`src/rtl/response_arbiter_pkg.sv`:
```
// Shared definitions for the response-channel arbiter: state encodings,
// the response-bus word width, and an index-width helper.
package response_arbiter_pkg;

  localparam int PARAM_W = 33;

  typedef enum logic [1:0] {
    RA_IDLE = 2'd0,
    RA_CMD  = 2'd1,
    RA_OWN  = 2'd2
  } ra_state_e;

  // At least one bit, so a single requester still gets a legal index vector.
  function automatic int idx_width(input int n);
    return (n > 1) ? $clog2(n) : 1;
  endfunction

endpackage

```
`src/rtl/response_arbiter_if.sv`:
```
// Bundle of every channel the arbiter sees: command reply path, involuntary
// requesters, the framer-side output and the sticky error flags.
interface response_arbiter_if #(
  parameter int NREQ    = 4,
  parameter int PARAM_W = response_arbiter_pkg::PARAM_W
);
  logic                    cmd_busy;
  logic [PARAM_W-1:0]      cmd_param_data;
  logic                    cmd_param_write;
  logic                    cmd_done;
  logic                    chan_busy;
  logic [NREQ-1:0]         invol_req;
  logic [NREQ-1:0]         invol_grant;
  logic [NREQ*PARAM_W-1:0] unit_param_data;
  logic [NREQ-1:0]         unit_param_write;
  logic [NREQ-1:0]         unit_done;
  logic [PARAM_W-1:0]      out_param_data;
  logic                    out_param_write;
  logic                    out_done;
  logic                    timeout_err;
  logic                    proto_err;

  modport slave (
    input  cmd_busy, cmd_param_data, cmd_param_write, cmd_done,
    input  invol_req, unit_param_data, unit_param_write, unit_done,
    output chan_busy, invol_grant,
    output out_param_data, out_param_write, out_done,
    output timeout_err, proto_err
  );

  modport master (
    output cmd_busy, cmd_param_data, cmd_param_write, cmd_done,
    output invol_req, unit_param_data, unit_param_write, unit_done,
    input  chan_busy, invol_grant,
    input  out_param_data, out_param_write, out_done,
    input  timeout_err, proto_err
  );
endinterface

```
`src/rtl/response_arbiter_rr_pick.sv`:
```
// Combinational round-robin priority encoder: returns the first set request
// at or after ptr, wrapping back to index 0.
module rr_pick #(
  parameter int NREQ  = 4,
  parameter int IDX_W = 2
) (
  input  logic [NREQ-1:0]  req,
  input  logic [IDX_W-1:0] ptr,
  output logic             any,
  output logic [IDX_W-1:0] idx
);

  // First pass covers ptr..NREQ-1, second pass the wrapped part 0..ptr-1.
  always_comb begin
    any = 1'b0;
    idx = '0;
    for (int i = 0; i < NREQ; i++) begin
      if (!any && req[i] && (IDX_W'(i) >= ptr)) begin
        any = 1'b1;
        idx = IDX_W'(i);
      end
    end
    for (int i = 0; i < NREQ; i++) begin
      if (!any && req[i]) begin
        any = 1'b1;
        idx = IDX_W'(i);
      end
    end
  end

endmodule

```
`src/rtl/response_arbiter.sv`:
```
// Owns the single response channel to the framer, sharing it between the
// command-reply path and NREQ involuntary reporters with round-robin fairness.
module response_arbiter #(
  parameter int NREQ    = 4,
  parameter int PARAM_W = response_arbiter_pkg::PARAM_W,
  parameter int TIMEOUT = 1024
) (
  input  logic              clk,
  input  logic              rst_n,
  response_arbiter_if.slave bus
);
  import response_arbiter_pkg::*;

  localparam int IDX_W = idx_width(NREQ);
  localparam int TMR_W = $clog2(TIMEOUT + 1);

  ra_state_e          state_q, state_d;
  logic [IDX_W-1:0]   owner_q, owner_d;
  logic [IDX_W-1:0]   rr_ptr_q, rr_ptr_d;
  logic [TMR_W-1:0]   timer_q, timer_d;
  logic [NREQ-1:0]    grant_q, grant_d;
  logic [PARAM_W-1:0] out_data_q, out_data_d;
  logic               out_write_q, out_write_d;
  logic               out_done_q, out_done_d;
  logic               timeout_err_q, timeout_err_d;
  logic               proto_err_q, proto_err_d;

  logic               pick_any;
  logic [IDX_W-1:0]   pick_idx;
  logic [PARAM_W-1:0] owner_data;
  logic               owner_write;
  logic               owner_done;
  logic [IDX_W-1:0]   next_ptr;

  rr_pick #(
    .NREQ  (NREQ),
    .IDX_W (IDX_W)
  ) u_rr_pick (
    .req (bus.invol_req),
    .ptr (rr_ptr_q),
    .any (pick_any),
    .idx (pick_idx)
  );

  assign owner_data  = bus.unit_param_data[int'(owner_q)*PARAM_W +: PARAM_W];
  assign owner_write = bus.unit_param_write[owner_q];
  assign owner_done  = bus.unit_done[owner_q];
  assign next_ptr    = (owner_q == IDX_W'(NREQ - 1)) ? '0 : owner_q + 1'b1;

  always_comb begin
    state_d       = state_q;
    owner_d       = owner_q;
    rr_ptr_d      = rr_ptr_q;
    timer_d       = timer_q;
    grant_d       = '0;
    out_data_d    = out_data_q;
    out_write_d   = 1'b0;
    out_done_d    = 1'b0;
    timeout_err_d = timeout_err_q;
    proto_err_d   = proto_err_q;

    case (state_q)
      RA_IDLE: begin
        if (bus.cmd_busy) begin
          state_d = RA_CMD;
        end else if (pick_any) begin
          owner_d = pick_idx;
          timer_d = '0;
          state_d = RA_OWN;
          for (int i = 0; i < NREQ; i++) begin
            grant_d[i] = (IDX_W'(i) == pick_idx);
          end
        end
      end

      RA_CMD: begin
        out_data_d  = bus.cmd_param_data;
        out_write_d = bus.cmd_param_write;
        out_done_d  = bus.cmd_done;
        if (bus.cmd_done) begin
          state_d = RA_IDLE;
        end
      end

      RA_OWN: begin
        timer_d = timer_q + 1'b1;
        if (bus.cmd_busy) begin
          proto_err_d = 1'b1;
        end
        // A real completion beats a coincident timeout.
        if (owner_done) begin
          out_data_d  = owner_data;
          out_write_d = owner_write;
          out_done_d  = 1'b1;
          rr_ptr_d    = next_ptr;
          state_d     = RA_IDLE;
        end else if (timer_q == TMR_W'(TIMEOUT - 1)) begin
          out_done_d    = 1'b1;
          timeout_err_d = 1'b1;
          rr_ptr_d      = next_ptr;
          state_d       = RA_IDLE;
        end else begin
          out_data_d  = owner_data;
          out_write_d = owner_write;
        end
      end

      default: state_d = RA_IDLE;
    endcase
  end

  always_ff @(posedge clk or negedge rst_n) begin
    if (!rst_n) begin
      state_q       <= RA_IDLE;
      owner_q       <= '0;
      rr_ptr_q      <= '0;
      timer_q       <= '0;
      grant_q       <= '0;
      out_data_q    <= '0;
      out_write_q   <= 1'b0;
      out_done_q    <= 1'b0;
      timeout_err_q <= 1'b0;
      proto_err_q   <= 1'b0;
    end else begin
      state_q       <= state_d;
      owner_q       <= owner_d;
      rr_ptr_q      <= rr_ptr_d;
      timer_q       <= timer_d;
      grant_q       <= grant_d;
      out_data_q    <= out_data_d;
      out_write_q   <= out_write_d;
      out_done_q    <= out_done_d;
      timeout_err_q <= timeout_err_d;
      proto_err_q   <= proto_err_d;
    end
  end

  // Busy straight from state so the dispatcher already sees it in the grant cycle.
  assign bus.chan_busy       = (state_q == RA_OWN);
  assign bus.invol_grant     = grant_q;
  assign bus.out_param_data  = out_data_q;
  assign bus.out_param_write = out_write_q;
  assign bus.out_done        = out_done_q;
  assign bus.timeout_err     = timeout_err_q;
  assign bus.proto_err       = proto_err_q;

endmodule
```
`src/flat_wrapper.sv`:
```
// flat-port wrapper written by rule: the top's interface ports become plain ports
module response_arbiter_flat import response_arbiter_pkg::*;
#(
  parameter int NREQ    = 4,
  parameter int PARAM_W = response_arbiter_pkg::PARAM_W,
  parameter int TIMEOUT = 1024
)
  (clk, rst_n, bus_cmd_busy, bus_cmd_param_data, bus_cmd_param_write, bus_cmd_done, bus_invol_req, bus_unit_param_data, bus_unit_param_write, bus_unit_done, bus_chan_busy, bus_invol_grant, bus_out_param_data, bus_out_param_write, bus_out_done, bus_timeout_err, bus_proto_err);
  response_arbiter_if #(.NREQ(NREQ), .PARAM_W(PARAM_W)) bus_i ();
  input  logic clk;
  input  logic rst_n;
  input wire logic [$bits(bus_i.cmd_busy)-1:0] bus_cmd_busy;
  input wire logic [$bits(bus_i.cmd_param_data)-1:0] bus_cmd_param_data;
  input wire logic [$bits(bus_i.cmd_param_write)-1:0] bus_cmd_param_write;
  input wire logic [$bits(bus_i.cmd_done)-1:0] bus_cmd_done;
  input wire logic [$bits(bus_i.invol_req)-1:0] bus_invol_req;
  input wire logic [$bits(bus_i.unit_param_data)-1:0] bus_unit_param_data;
  input wire logic [$bits(bus_i.unit_param_write)-1:0] bus_unit_param_write;
  input wire logic [$bits(bus_i.unit_done)-1:0] bus_unit_done;
  output wire logic [$bits(bus_i.chan_busy)-1:0] bus_chan_busy;
  output wire logic [$bits(bus_i.invol_grant)-1:0] bus_invol_grant;
  output wire logic [$bits(bus_i.out_param_data)-1:0] bus_out_param_data;
  output wire logic [$bits(bus_i.out_param_write)-1:0] bus_out_param_write;
  output wire logic [$bits(bus_i.out_done)-1:0] bus_out_done;
  output wire logic [$bits(bus_i.timeout_err)-1:0] bus_timeout_err;
  output wire logic [$bits(bus_i.proto_err)-1:0] bus_proto_err;
  assign bus_i.cmd_busy = bus_cmd_busy;
  assign bus_i.cmd_param_data = bus_cmd_param_data;
  assign bus_i.cmd_param_write = bus_cmd_param_write;
  assign bus_i.cmd_done = bus_cmd_done;
  assign bus_i.invol_req = bus_invol_req;
  assign bus_i.unit_param_data = bus_unit_param_data;
  assign bus_i.unit_param_write = bus_unit_param_write;
  assign bus_i.unit_done = bus_unit_done;
  assign bus_chan_busy = bus_i.chan_busy;
  assign bus_invol_grant = bus_i.invol_grant;
  assign bus_out_param_data = bus_i.out_param_data;
  assign bus_out_param_write = bus_i.out_param_write;
  assign bus_out_done = bus_i.out_done;
  assign bus_timeout_err = bus_i.timeout_err;
  assign bus_proto_err = bus_i.proto_err;
  response_arbiter #(.NREQ(NREQ), .PARAM_W(PARAM_W), .TIMEOUT(TIMEOUT)) u_core (.clk(clk), .rst_n(rst_n), .bus(bus_i));
endmodule
```
`config.mk`:
```
export PLATFORM = sky130hd
export DESIGN_NAME = response_arbiter_flat
export DESIGN_NICKNAME = d
export VERILOG_FILES = /design/src/rtl/response_arbiter_pkg.sv /design/src/rtl/response_arbiter_if.sv /design/src/rtl/response_arbiter_rr_pick.sv /design/src/rtl/response_arbiter.sv /design/src/flat_wrapper.sv
export SDC_FILE = /design/constraint.sdc
export NUM_CORES = 1
export LEC_CHECK = 0
export ABC_CLOCK_PERIOD_IN_PS = 5700
export BUFFER_PORTS_ARGS = -buffer_cell sky130_fd_sc_hd__buf_4
export CAP_MARGIN = 20
export CORE_UTILIZATION = 50
export CTS_CLUSTER_SIZE = 8
export DETAILED_ROUTE_END_ITERATION = 10
export GPL_ROUTABILITY_DRIVEN = 0
export GPL_TIMING_DRIVEN = 0
export PLACE_DENSITY = 0.84
export SYNTH_ARGS = -nofsm -noshare
export SYNTH_HDL_FRONTEND = slang
export SYNTH_SLANG_ARGS = --single-unit
```
`constraint.sdc`:
```
create_clock -name clk -period 5.7 [get_ports clk]
set_input_delay 0 -clock clk [delete_from_list [all_inputs] [get_ports clk]]
set_output_delay 0 -clock clk [all_outputs]
set_load 0.005 [all_outputs]
```
==> impl_metrics.env, run 1 <==
export IMPL_synth_edf_count=0
export IMPL_synth_seq_cells=58
export IMPL_vias=4514
export IMPL_dp_cells=702
export IMPL_syn_cell_area_mm2=0.00431
export IMPL_syn_inst=374
export IMPL_drive_above_1_share_pct=44.5
export IMPL_grt_pass1_vias=4639
export IMPL_grt_max_degree=59
export IMPL_path_clk_slew_ns=0.06
export IMPL_synth_avg_cell_area_um2=11.5
export IMPL_grt_pass1_wl_mm=22.7
export IMPL_wl_per_cell_um=20.2
export IMPL_ctsResizeCount=0
export IMPL_final_core_utilization_pct=80.8
export IMPL_cts_buffer_depth=2
export IMPL_vdd_drop_max_mv=0.231
export IMPL_grt_use_total_pct=33.6
export IMPL_final_common_cell="buf_4"
export IMPL_instances_no_fill=756
export IMPL_port_buffers=223
export IMPL_area_delta_synth_final_pct=54.9
export IMPL_finalSetupViolCount=0
export IMPL_die_w_um=94.8
export IMPL_cp_top_family="buffers and inverters"
export IMPL_relSlewSlack_pct=48.0
export IMPL_synth_distinct_cells=48
export IMPL_worstMarginPinSlew_ns=0.780
export IMPL_finalHoldViolCount=0
export IMPL_slowest_delay_ns=0.49
export IMPL_ys_seq_area_share_pct=33.7
export IMPL_total_power_mw=2.70
export IMPL_max_cap_viol_count=0
export IMPL_rows=33
export IMPL_wl_mm=15.3
export IMPL_ys_warn_count=0
export IMPL_crit_chain="inv_1 -> ha_1 -> clkbuf_1 -> clkbuf_8 -> dlygate4sd1_1 -> a21oi_1"
export IMPL_start_util_pct=52.2
export IMPL_rsz0062_at_grt="no"
export IMPL_finalClockSkew_ns=0.00929
export IMPL_route_detailed_drc=0
export IMPL_crit_buf_inv=4
export IMPL_critPathSlowestCell="dlygate4sd1_1"
export IMPL_fin_crit_sh_pct=39.1
export IMPL_finalNetCount=834
export IMPL_antennaDiodeCount=0
export IMPL_synth_ff_type="dfrtp_1"
export IMPL_htree_levels=3
export IMPL_ant_nets=0
export IMPL_min_delay_path_depth=3
export IMPL_drt_first_pass_iters=5
export IMPL_ios=224
export IMPL_drv_slew=0
export IMPL_numCtsBuffers=9
export IMPL_status="completed"
export IMPL_fillers=542
export IMPL_finalSetupTns_ns=0
export IMPL_drt_iter0_markers=280
export IMPL_reg2reg_depth=6
export IMPL_core_area_mm2=0.00826
export IMPL_grt_ovfl_total=0
export IMPL_cts_hold_buffers=39
export IMPL_hpwlAfterDp_mm=10.7
export IMPL_cts_setup_buffers=0
export IMPL_synth_fp_nets=561
export IMPL_critPathMaxFanout=10
export IMPL_layout_common_cells="buf_4 (223), dfrtp_1 (58), dlygate4sd3_1 (39)"
export IMPL_finalCriticalPeriod_ns=2.23
export IMPL_p_leak_nw=2.92
export IMPL_die_h_um=94.8
export IMPL_die_area_mm2=0.00899
export IMPL_ff_latch_area_mm2=0.00145
export IMPL_critPathRequiredTime_ns=5.88
export IMPL_async_reset_ff_share_pct=100
export IMPL_p_per_area_mw_per_mm2=404
export IMPL_cts_tree="yes"
export IMPL_crit_path_start_kind="flop"
export IMPL_hold_class="primary input to flop"
export IMPL_fmax_mhz=449
export IMPL_antenna_found_initial=0
export IMPL_clk_latency_ns=0.33
export IMPL_multi_input_area_mm2=0.00254
export IMPL_cp_depth=6
export IMPL_worstSetupEndpointType="flop"
export IMPL_cts_root_buf="clkbuf_8"
export IMPL_cts_sinks=58
export IMPL_worstSetupPathType="flop to flop"
export IMPL_arrival_ns=2.41
export IMPL_vias_per_cell=5.97
## stage by stage
step	setup WS (ns)	hold WS, ns	cell area [um2]
final	3.47	0.0497	6670
after global routing	3.33	0.0682	6670
after CTS	3.48	0.0363	6670
after detailed placement	3.47	0.122	6110
after global placement	3.58	0.126	6110
after floorplan	3.76	-0.296	4310
## layout make-up
class / instances / area share [%]
Tap cell: 105 / 1.97
Clock buffer: 12 / 2.33
Multi-Input combinational cell: 281 / 38.0
Buffer: 30 / 4.48
Clock inverter: 3 / 0.225
Inverter: 5 / 0.281
Timing Repair Buffer: 262 / 30.9
Sequential cell: 58 / 21.8
## flip-flops by register name, summed over array words and instances (netlist names)
| name | count |
|---|---|
| u_core.owner_q | 2 |
| u_core.bus.out_done | 1 |
| u_core.bus.out_param_data | 33 |
| u_core.timer_q | 11 |
| u_core.bus.out_param_write | 1 |
| u_core.bus.proto_err | 1 |
| u_core.rr_ptr_q | 2 |
| u_core.bus.invol_grant | 4 |
| u_core.bus.timeout_err | 1 |
| u_core.state_q | 2 |
## cell usage after synthesis, types with 3 or more instances
library cell / instances / area, um2
nand2_1: 17 / 63.8
nor2_1: 6 / 22.5
mux4_1: 8 / 210
buf_12: 3 / 60.1
or3_1: 3 / 18.8
buf_6: 4 / 45.0
a211oi_1: 34 / 255
mux4_2: 27 / 608
a21oi_1: 37 / 185
mux2_2: 3 / 33.8
clkbuf_8: 10 / 138
nand3_1: 7 / 35.0
and2b_1: 20 / 150
nand2b_1: 4 / 25.0
ha_1: 5 / 62.6
dfrtp_1: 58 / 1450
clkbuf_1: 10 / 37.5
mux2i_1: 35 / 350
o31ai_1: 3 / 22.5
o21a_1: 3 / 22.5
nor2b_1: 17 / 106
o21ai_0: 18 / 90.1
inv_1: 5 / 18.8
a22o_1: 4 / 35.0
## tightest hold or removal path: stages
cell and delay (ns):
buf_4 0.12, a221oi_1 0.11, nor2_1 0.11
## final timing paths
check	from	end	slack [ns]
min in group asynchronous	rst_n	u_core.timer_q[10]	0.29
max in group asynchronous	rst_n	u_core.bus.out_param_data[13]	4.89
hold reg to reg	u_core.bus.proto_err	u_core.bus.proto_err	0.47
hold / removal	bus_invol_req[0]	u_core.bus.invol_grant[2]	0.05
setup reg to reg	u_core.state_q[0]	u_core.bus.out_param_data[15]	3.47
setup / recovery	u_core.state_q[0]	u_core.bus.out_param_data[15]	3.47
## logic make-up after synthesis
| kind of cell | after synthesis | share of synthesized area [%] |
|---|---|---|
| buffers and inverters | 35 | 7.38 |
| AOI/OAI and AO/OA | 115 | 17.3 |
| muxes | 73 | 27.9 |
| and+or+nand+nor | 88 | 12.2 |
| adders and majority gates | 5 | 1.45 |
| DFF | 58 | 33.7 |
## per-layer routing
metal	track usage (%)	part of all wire, %	vias to the layer above
met2	62.4	53	266
li1	-	-	2000
met1	38.9	38	2221
met3	5.48	7.5	27
met5	0	0	-
met4	11.0	1.7	0
## where the power goes
group          switching, mW  total, mW  internal [mW]
registers              0.135      0.716          0.582
logic                  0.770       1.64          0.871
clock network          0.161      0.338          0.177
Note: power is estimated with default switching activity, not from simulation.
==> run 2: changes to the inputs <==
- ABC_AREA: unset -> 1
- ABC_CLOCK_PERIOD_IN_PS: 5700 -> 1900
- CORE_UTILIZATION: 50 -> 42
- PLACE_DENSITY: 0.84 -> 0.75
- clock period: 5.7 -> 1.9 ns (I/O delays scaled with it)
==> run 2 against run 1 <==
- via count is 23% higher
- clock skew hardly changed
- sequential share of layout area is 0.26 points lower
- utilization is 12 points lower
- setup slack worse by 3.3 ns
- non-clock buffer count is 12 higher
- global-route usage is 2.8 points lower
- register-to-register slack worse by 3.3 ns
- combinational power grew to 3.1 times the previous value
- largest cell class unchanged
- first-iteration DRC count is 2.5% lower
==> impl_metrics.env, run 2 <==
export IMPL_grt_use_total_pct=30.8
export IMPL_die_w_um=103
export IMPL_relSlewSlack_pct=50.8
export IMPL_numCtsBuffers=9
export IMPL_synth_most_common_cell="nand2_1"
export IMPL_cts_root_buf="clkbuf_8"
export IMPL_finalInstanceArea_mm2=0.00676
export IMPL_synth_top_area_cell="dfrtp_1"
export IMPL_rsz0062_at_grt="no"
export IMPL_swShare_pct=45.7
export IMPL_status="completed"
export IMPL_ant_nets=0
export IMPL_total_power_mw=8.54
export IMPL_finalSetupViolCount=0
export IMPL_htree_levels=3
export IMPL_grt_max_degree=59
export IMPL_final_common_cell="nand2_1"
export IMPL_area_delta_synth_final_pct=58.8
export IMPL_grt_pass1_wl_mm=24.9
export IMPL_layout_common_cells="nand2_1 (328), buf_4 (226), nand3_1 (156)"
export IMPL_critPathMaxFanout=10
export IMPL_synth_distinct_cells=29
export IMPL_crit_path_start_kind="flop"
export IMPL_die_h_um=103
export IMPL_power_switching_mw=3.90
export IMPL_start_util_pct=43.3
export IMPL_wl_per_cell_um=14.8
export IMPL_vdd_drop_max_mv=0.789
export IMPL_async_reset_ff_share_pct=100
export IMPL_hpwlAfterDp_mm=12.1
export IMPL_arrival_ns=1.98
export IMPL_cts_setup_buffers=0
export IMPL_port_buffers=223
export IMPL_syn_inst=682
export IMPL_clk_latency_ns=0.35
export IMPL_vias=5565
export IMPL_internal_power_mw=4.64
export IMPL_instances_no_fill=1092
export IMPL_drt_first_pass_iters=5
export IMPL_largest_reg_flops=33
export IMPL_syn_cell_area_mm2=0.00426
export IMPL_wl_mm=16.2
export IMPL_synth_avg_cell_area_um2=6.24
export IMPL_worstMarginPinSlew_ns=0.738
export IMPL_fmax_mhz=571
export IMPL_dp_cells=1038
export IMPL_critPathRequiredTime_ns=2.13
export IMPL_ios=224
export IMPL_drv_slew=0
export IMPL_cts_buffer_depth=2
export IMPL_synth_ff_type="dfrtp_1"
export IMPL_synthTopCellsByArea="dfrtp_1 (34%), nand2_1 (29%), nand3_1 (18%)"
export IMPL_cts_sinks=58
export IMPL_placed_area_mm2=0.00610
export IMPL_route_detailed_drc=0
export IMPL_worstSetupEndpointType="flop"
export IMPL_hold_class="primary input to flop"
export IMPL_antennaDiodeCount=0
export IMPL_drt_iter0_markers=273
export IMPL_core_area_mm2=0.00982
export IMPL_vias_per_cell=5.10
export IMPL_p_leak_nw=3.71
export IMPL_synth_edf_count=0
export IMPL_finalClockSkew_ns=0.00907
export IMPL_fin_crit_sh_pct=92.1
export IMPL_synth_common_cells="nand2_1 (328), nand3_1 (156), dfrtp_1 (58)"
export IMPL_die_area_mm2=0.0105
export IMPL_p_per_area_mw_per_mm2=1260
export IMPL_finalHoldViolCount=0
export IMPL_power_frac_comb_pct=60.1
export IMPL_max_cap_viol_count=0
export IMPL_pwr_share_seq_pct=23.0
export IMPL_pwr_share_clk_pct=16.9
export IMPL_ys_seq_area_share_pct=34.1
export IMPL_rows=36
export IMPL_ys_warn_count=0
export IMPL_drive_above_1_share_pct=31.1
export IMPL_antenna_found_initial=0
export IMPL_synth_seq_cells=58
export IMPL_grt_pass1_vias=5074
export IMPL_grt_ovfl_total=0
export IMPL_synth_top_area_share_pct=34.1
export IMPL_finalNetCount=1141
export IMPL_cts_tree="yes"
export IMPL_synth_fp_nets=869
export IMPL_worstSetupPathType="flop to flop"
export IMPL_path_clk_slew_ns=0.07
export IMPL_finalCriticalPeriod_ns=1.75
## run 2: cell types whose count changed after synthesis, sizes merged, moves of 17 or more
cell	previous run	this run
mux4	35	0
nand2	17	347
mux2i	35	0
nor2b	17	0
a21oi	37	7
nor2	6	24
buf	9	27
and2b	20	0
a211oi	34	0
nand3	7	157
## run 2: routing by layer
| metal | wire length, um | GRT usage [%] | part of all wire, % | vias up |
|---|---|---|---|---|
| met2 | 7700 | 52.0 | 48 | 241 |
| met1 | 6630 | 37.9 | 41 | 2550 |
| li1 | - | - | - | 2728 |
| met5 | 0 | 0 | 0 | - |
| met3 | 1200 | 5.97 | 7.4 | 46 |
| met4 | 641 | 14.5 | 4.0 | 0 |
## run 2: final timing paths
check                      slack (ns)                            end  depth (start not counted)                  from
setup / recovery                 0.15  u_core.bus.out_param_data[27]                          8     u_core.state_q[0]
hold / removal                   0.04      u_core.bus.invol_grant[0]                          4      bus_invol_req[1]
setup reg to reg                 0.15  u_core.bus.out_param_data[27]                          8     u_core.state_q[0]
hold reg to reg                  0.47           u_core.bus.proto_err                          1  u_core.bus.proto_err
max in group asynchronous        1.14              u_core.timer_q[0]                          2                 rst_n
min in group asynchronous        0.24  u_core.bus.out_param_data[30]                          2                 rst_n
## run 2: area by class of cell
class,instances,area [um2]
plain buffers,43,253
clock buffers,9,124
clock inverters,7,125
fillers,872,3060
inverters,22,83.8
multi-input cells,559,2500
flip-flops and latches,58,1450
well taps,133,166
repair buffers,261,2050
## run 2: power groups by stage
stage                     logic (mW)  registers, mW  clock network [mW]
after detailed placement        4.97           1.98                   0
after global placement          4.89           1.95                   0
final                           5.13           1.96                1.45
after CTS                       5.07           1.95                1.46
after global routing            5.68           2.00                1.52
after floorplan                 3.05           1.96                   0
## run 2: critical path: stages (launching register included)
cell	delay, ns
dfrtp_1	0.37
inv_1	0.08
ha_1	0.22
clkbuf_4	0.20
inv_2	0.16
nand2_2	0.17
clkbuf_2	0.24
nand3_1	0.13
nand2_1	0.06
## run 2: cells by family after synthesis
| kind of cell | after synthesis | synth area share (%) |
|---|---|---|
| adder cells (fa/ha/maj) | 5 | 1.47 |
| buffers and inverters | 65 | 7.44 |
| XOR/XNOR | 2 | 0.412 |
| AO/OA/AOI/OAI | 14 | 1.76 |
| AND/OR/NAND/NOR | 538 | 54.8 |
| flip-flops | 58 | 34.1 |
## run 2: what timing repair did
item / CTS / global route
hold buffers: 38 / 0
resized for setup: 2 / 22
endpoints found under the setup margin: 18 / 41
endpoints found under the hold margin: 96 / 0
## run 2: stage by stage
stage          hold slack [ns]  util, %  setup TNS (ns)  setup WS, ns
2_1_floorplan           -0.296        -               0         0.318
3_3_place_gp             0.106     62.1               0        0.0412
3_5_place_dp             0.113     62.1          -0.127       -0.0250
4_1_cts                 0.0396     68.5               0        0.0366
5_1_grt                 0.0637     68.8               0        0.0211
6_report                0.0450     68.8               0         0.149
==> run 3: changes to the inputs <==
- CORE_ASPECT_RATIO: unset -> 1.25
==> run 3 against run 2 <==
- routed wire length increased by 3.4%
- setup slack improved by 0.0036 ns
- global-route usage increased by 1.2 points
- design area increased by 0.30%
- sequential cell count unchanged
- critical path depth increased by 3
- combinational power about the same
==> impl_metrics.env, run 3 (same netlist as run 2, synthesis figures left out) <==
export IMPL_status="completed"
export IMPL_hpwlAfterDp_mm=12.6
export IMPL_grt_use_total_pct=32.0
export IMPL_start_util_pct=43.8
export IMPL_die_h_um=115
export IMPL_grt_use_met1_pct=39.0
export IMPL_drive_above_1_share_pct=31.1
export IMPL_path_clk_slew_ns=0.06
export IMPL_critPathMaxFanout=10
export IMPL_largest_reg_flops=33
export IMPL_worstSetupEndpointType="flop"
export IMPL_antennaDiodeCount=0
export IMPL_worstMarginPinSlew_ns=0.751
export IMPL_grt_ovfl_total=0
export IMPL_finalInstanceArea_mm2=0.00678
export IMPL_cts_tree="yes"
export IMPL_rsz0062_at_grt="no"
export IMPL_total_power_mw=9.05
export IMPL_grt_util_met3_pct=4.91
export IMPL_area_delta_synth_final_pct=59.3
export IMPL_finalHoldViolCount=0
export IMPL_antenna_found_initial=0
export IMPL_post_place_ws_ns=-0.0372
export IMPL_finalSetupViolCount=0
export IMPL_drv_slew=0
export IMPL_p_per_area_mw_per_mm2=1330
export IMPL_arrival_ns=1.96
export IMPL_wl_mm=16.7
export IMPL_cts_sinks=58
export IMPL_relSlewSlack_pct=50.0
export IMPL_finalClockSkew_ns=0.00684
export IMPL_route_detailed_drc=0
export IMPL_finalCriticalPeriod_ns=1.75
export IMPL_drt_iter0_markers=367
export IMPL_layout_common_cells="nand2_1 (328), buf_4 (226), nand3_1 (156)"
export IMPL_busiest_layer="met2"
export IMPL_clk_latency_ns=0.33
export IMPL_ios=224
export IMPL_cts_buffer_depth=2
export IMPL_setup_ws_ns=0.153
export IMPL_die_area_mm2=0.0105
export IMPL_drt_first_pass_iters=5
export IMPL_htree_levels=3
export IMPL_die_w_um=92.0
export IMPL_cts_setup_buffers=0
export IMPL_instances_no_fill=1078
export IMPL_vdd_drop_max_mv=0.778
export IMPL_rows=40
export IMPL_dp_cells=1031
export IMPL_numCtsBuffers=9
export IMPL_grt_pass1_vias=5270
export IMPL_crit_path_start_kind="flop"
export IMPL_cts_root_buf="clkbuf_16"
export IMPL_wl_per_cell_um=15.5
export IMPL_vias=5561
export IMPL_port_buffers=223
export IMPL_grtUsageMet2_pct=57.9
export IMPL_worstSetupPathType="flop to flop"
export IMPL_grt_max_degree=59
export IMPL_placed_area_mm2=0.00609
export IMPL_ant_nets=0
export IMPL_max_cap_viol_count=0
export IMPL_critPathRequiredTime_ns=2.12
export IMPL_finalSetupTns_ns=0
export IMPL_final_common_cell="nand2_1"
export IMPL_fmax_mhz=572
export IMPL_grt_pass1_wl_mm=26.2
export IMPL_p_leak_nw=3.72
export IMPL_core_area_mm2=0.00971
export IMPL_vias_per_cell=5.16
export IMPL_hold_class="primary input to flop"
export IMPL_finalNetCount=1134
export IMPL_fin_crit_sh_pct=91.9
run 3: cell count changes in the layout (fill, tap and decap cells not counted), moves of 2 or more:
cell           previous run  this run
clkinv_4                  2         0
dlygate4sd3_1            38        31
inv_6                     2         0
clkbuf_16                 0         9
clkbuf_1                  6         9
clkbuf_2                 10         8
clkbuf_8                  9         2
run 3: layer usage:
| layer | vias up | wire, um |
|---|---|---|
| met5 | - | 0 |
| met4 | 0 | 323 |
| met3 | 28 | 1190 |
| met2 | 254 | 8550 |
| met1 | 2564 | 6670 |
| li1 | 2715 | - |
run 3: per-stage QoR:
stage          hold WS [ns]  utilization [%]
2_1_floorplan        -0.296                -
3_3_place_gp          0.107             62.7
3_5_place_dp          0.121             62.7
4_1_cts            0.000201             69.6
5_1_grt              0.0130             69.8
6_report            0.00487             69.8
run 3: repair_timing:
action                                  CTS  global route
hold endpoints to repair                 89             0
resized for setup                         2            20
pin swaps                                 0             0
gates cloned                              0             0
endpoints found under the setup margin   20            41
hold buffers                             31             0
run 3: critical path: stages (launching register included):
cell and delay, ns:
dfrtp_2 0.41, ha_2 0.26, nand2_2 0.09, nor2_2 0.16
nand3_2 0.13, clkinv_2 0.07, nand2_4 0.07, nand2_8 0.11
nand2_8 0.08, buf_6 0.15, nand2_1 0.06, nand2_1 0.05
run 3: power breakdown:
| part | switching (mW) | internal (mW) | total [mW] |
|---|---|---|---|
| sequential | 0.266 | 1.69 | 1.96 |
| clock | 0.576 | 1.35 | 1.93 |
| combinational | 3.10 | 2.06 | 5.16 |
| total | 3.94 | 5.11 | 9.05 |
run 3: path summary, 6_finish.rpt:
check / startpoint / endpoint / slack, ns / cells after the start
hold / removal: bus_cmd_param_data[7] / u_core.bus.out_param_data[7] / 0.005 / 5
setup / recovery: u_core.timer_q[0] / u_core.bus.out_param_data[14] / 0.15 / 11
setup reg to reg: u_core.timer_q[0] / u_core.bus.out_param_data[14] / 0.15 / 11
min in group asynchronous: rst_n / u_core.bus.out_param_data[29] / 0.28 / 2
hold reg to reg: u_core.bus.proto_err / u_core.bus.proto_err / 0.46 / 1
max in group asynchronous: rst_n / u_core.timer_q[0] / 1.09 / 2
run 3: final cells by class:
class / instances / area [um2]
Buffer: 43 / 251
Tap cell: 126 / 158
Fill cell: 880 / 2930
Sequential cell: 58 / 1450
Timing Repair Buffer: 254 / 1980
Multi-Input combinational cell: 559 / 2500
Clock inverter: 4 / 97.6
Inverter: 22 / 83.8
Clock buffer: 12 / 256
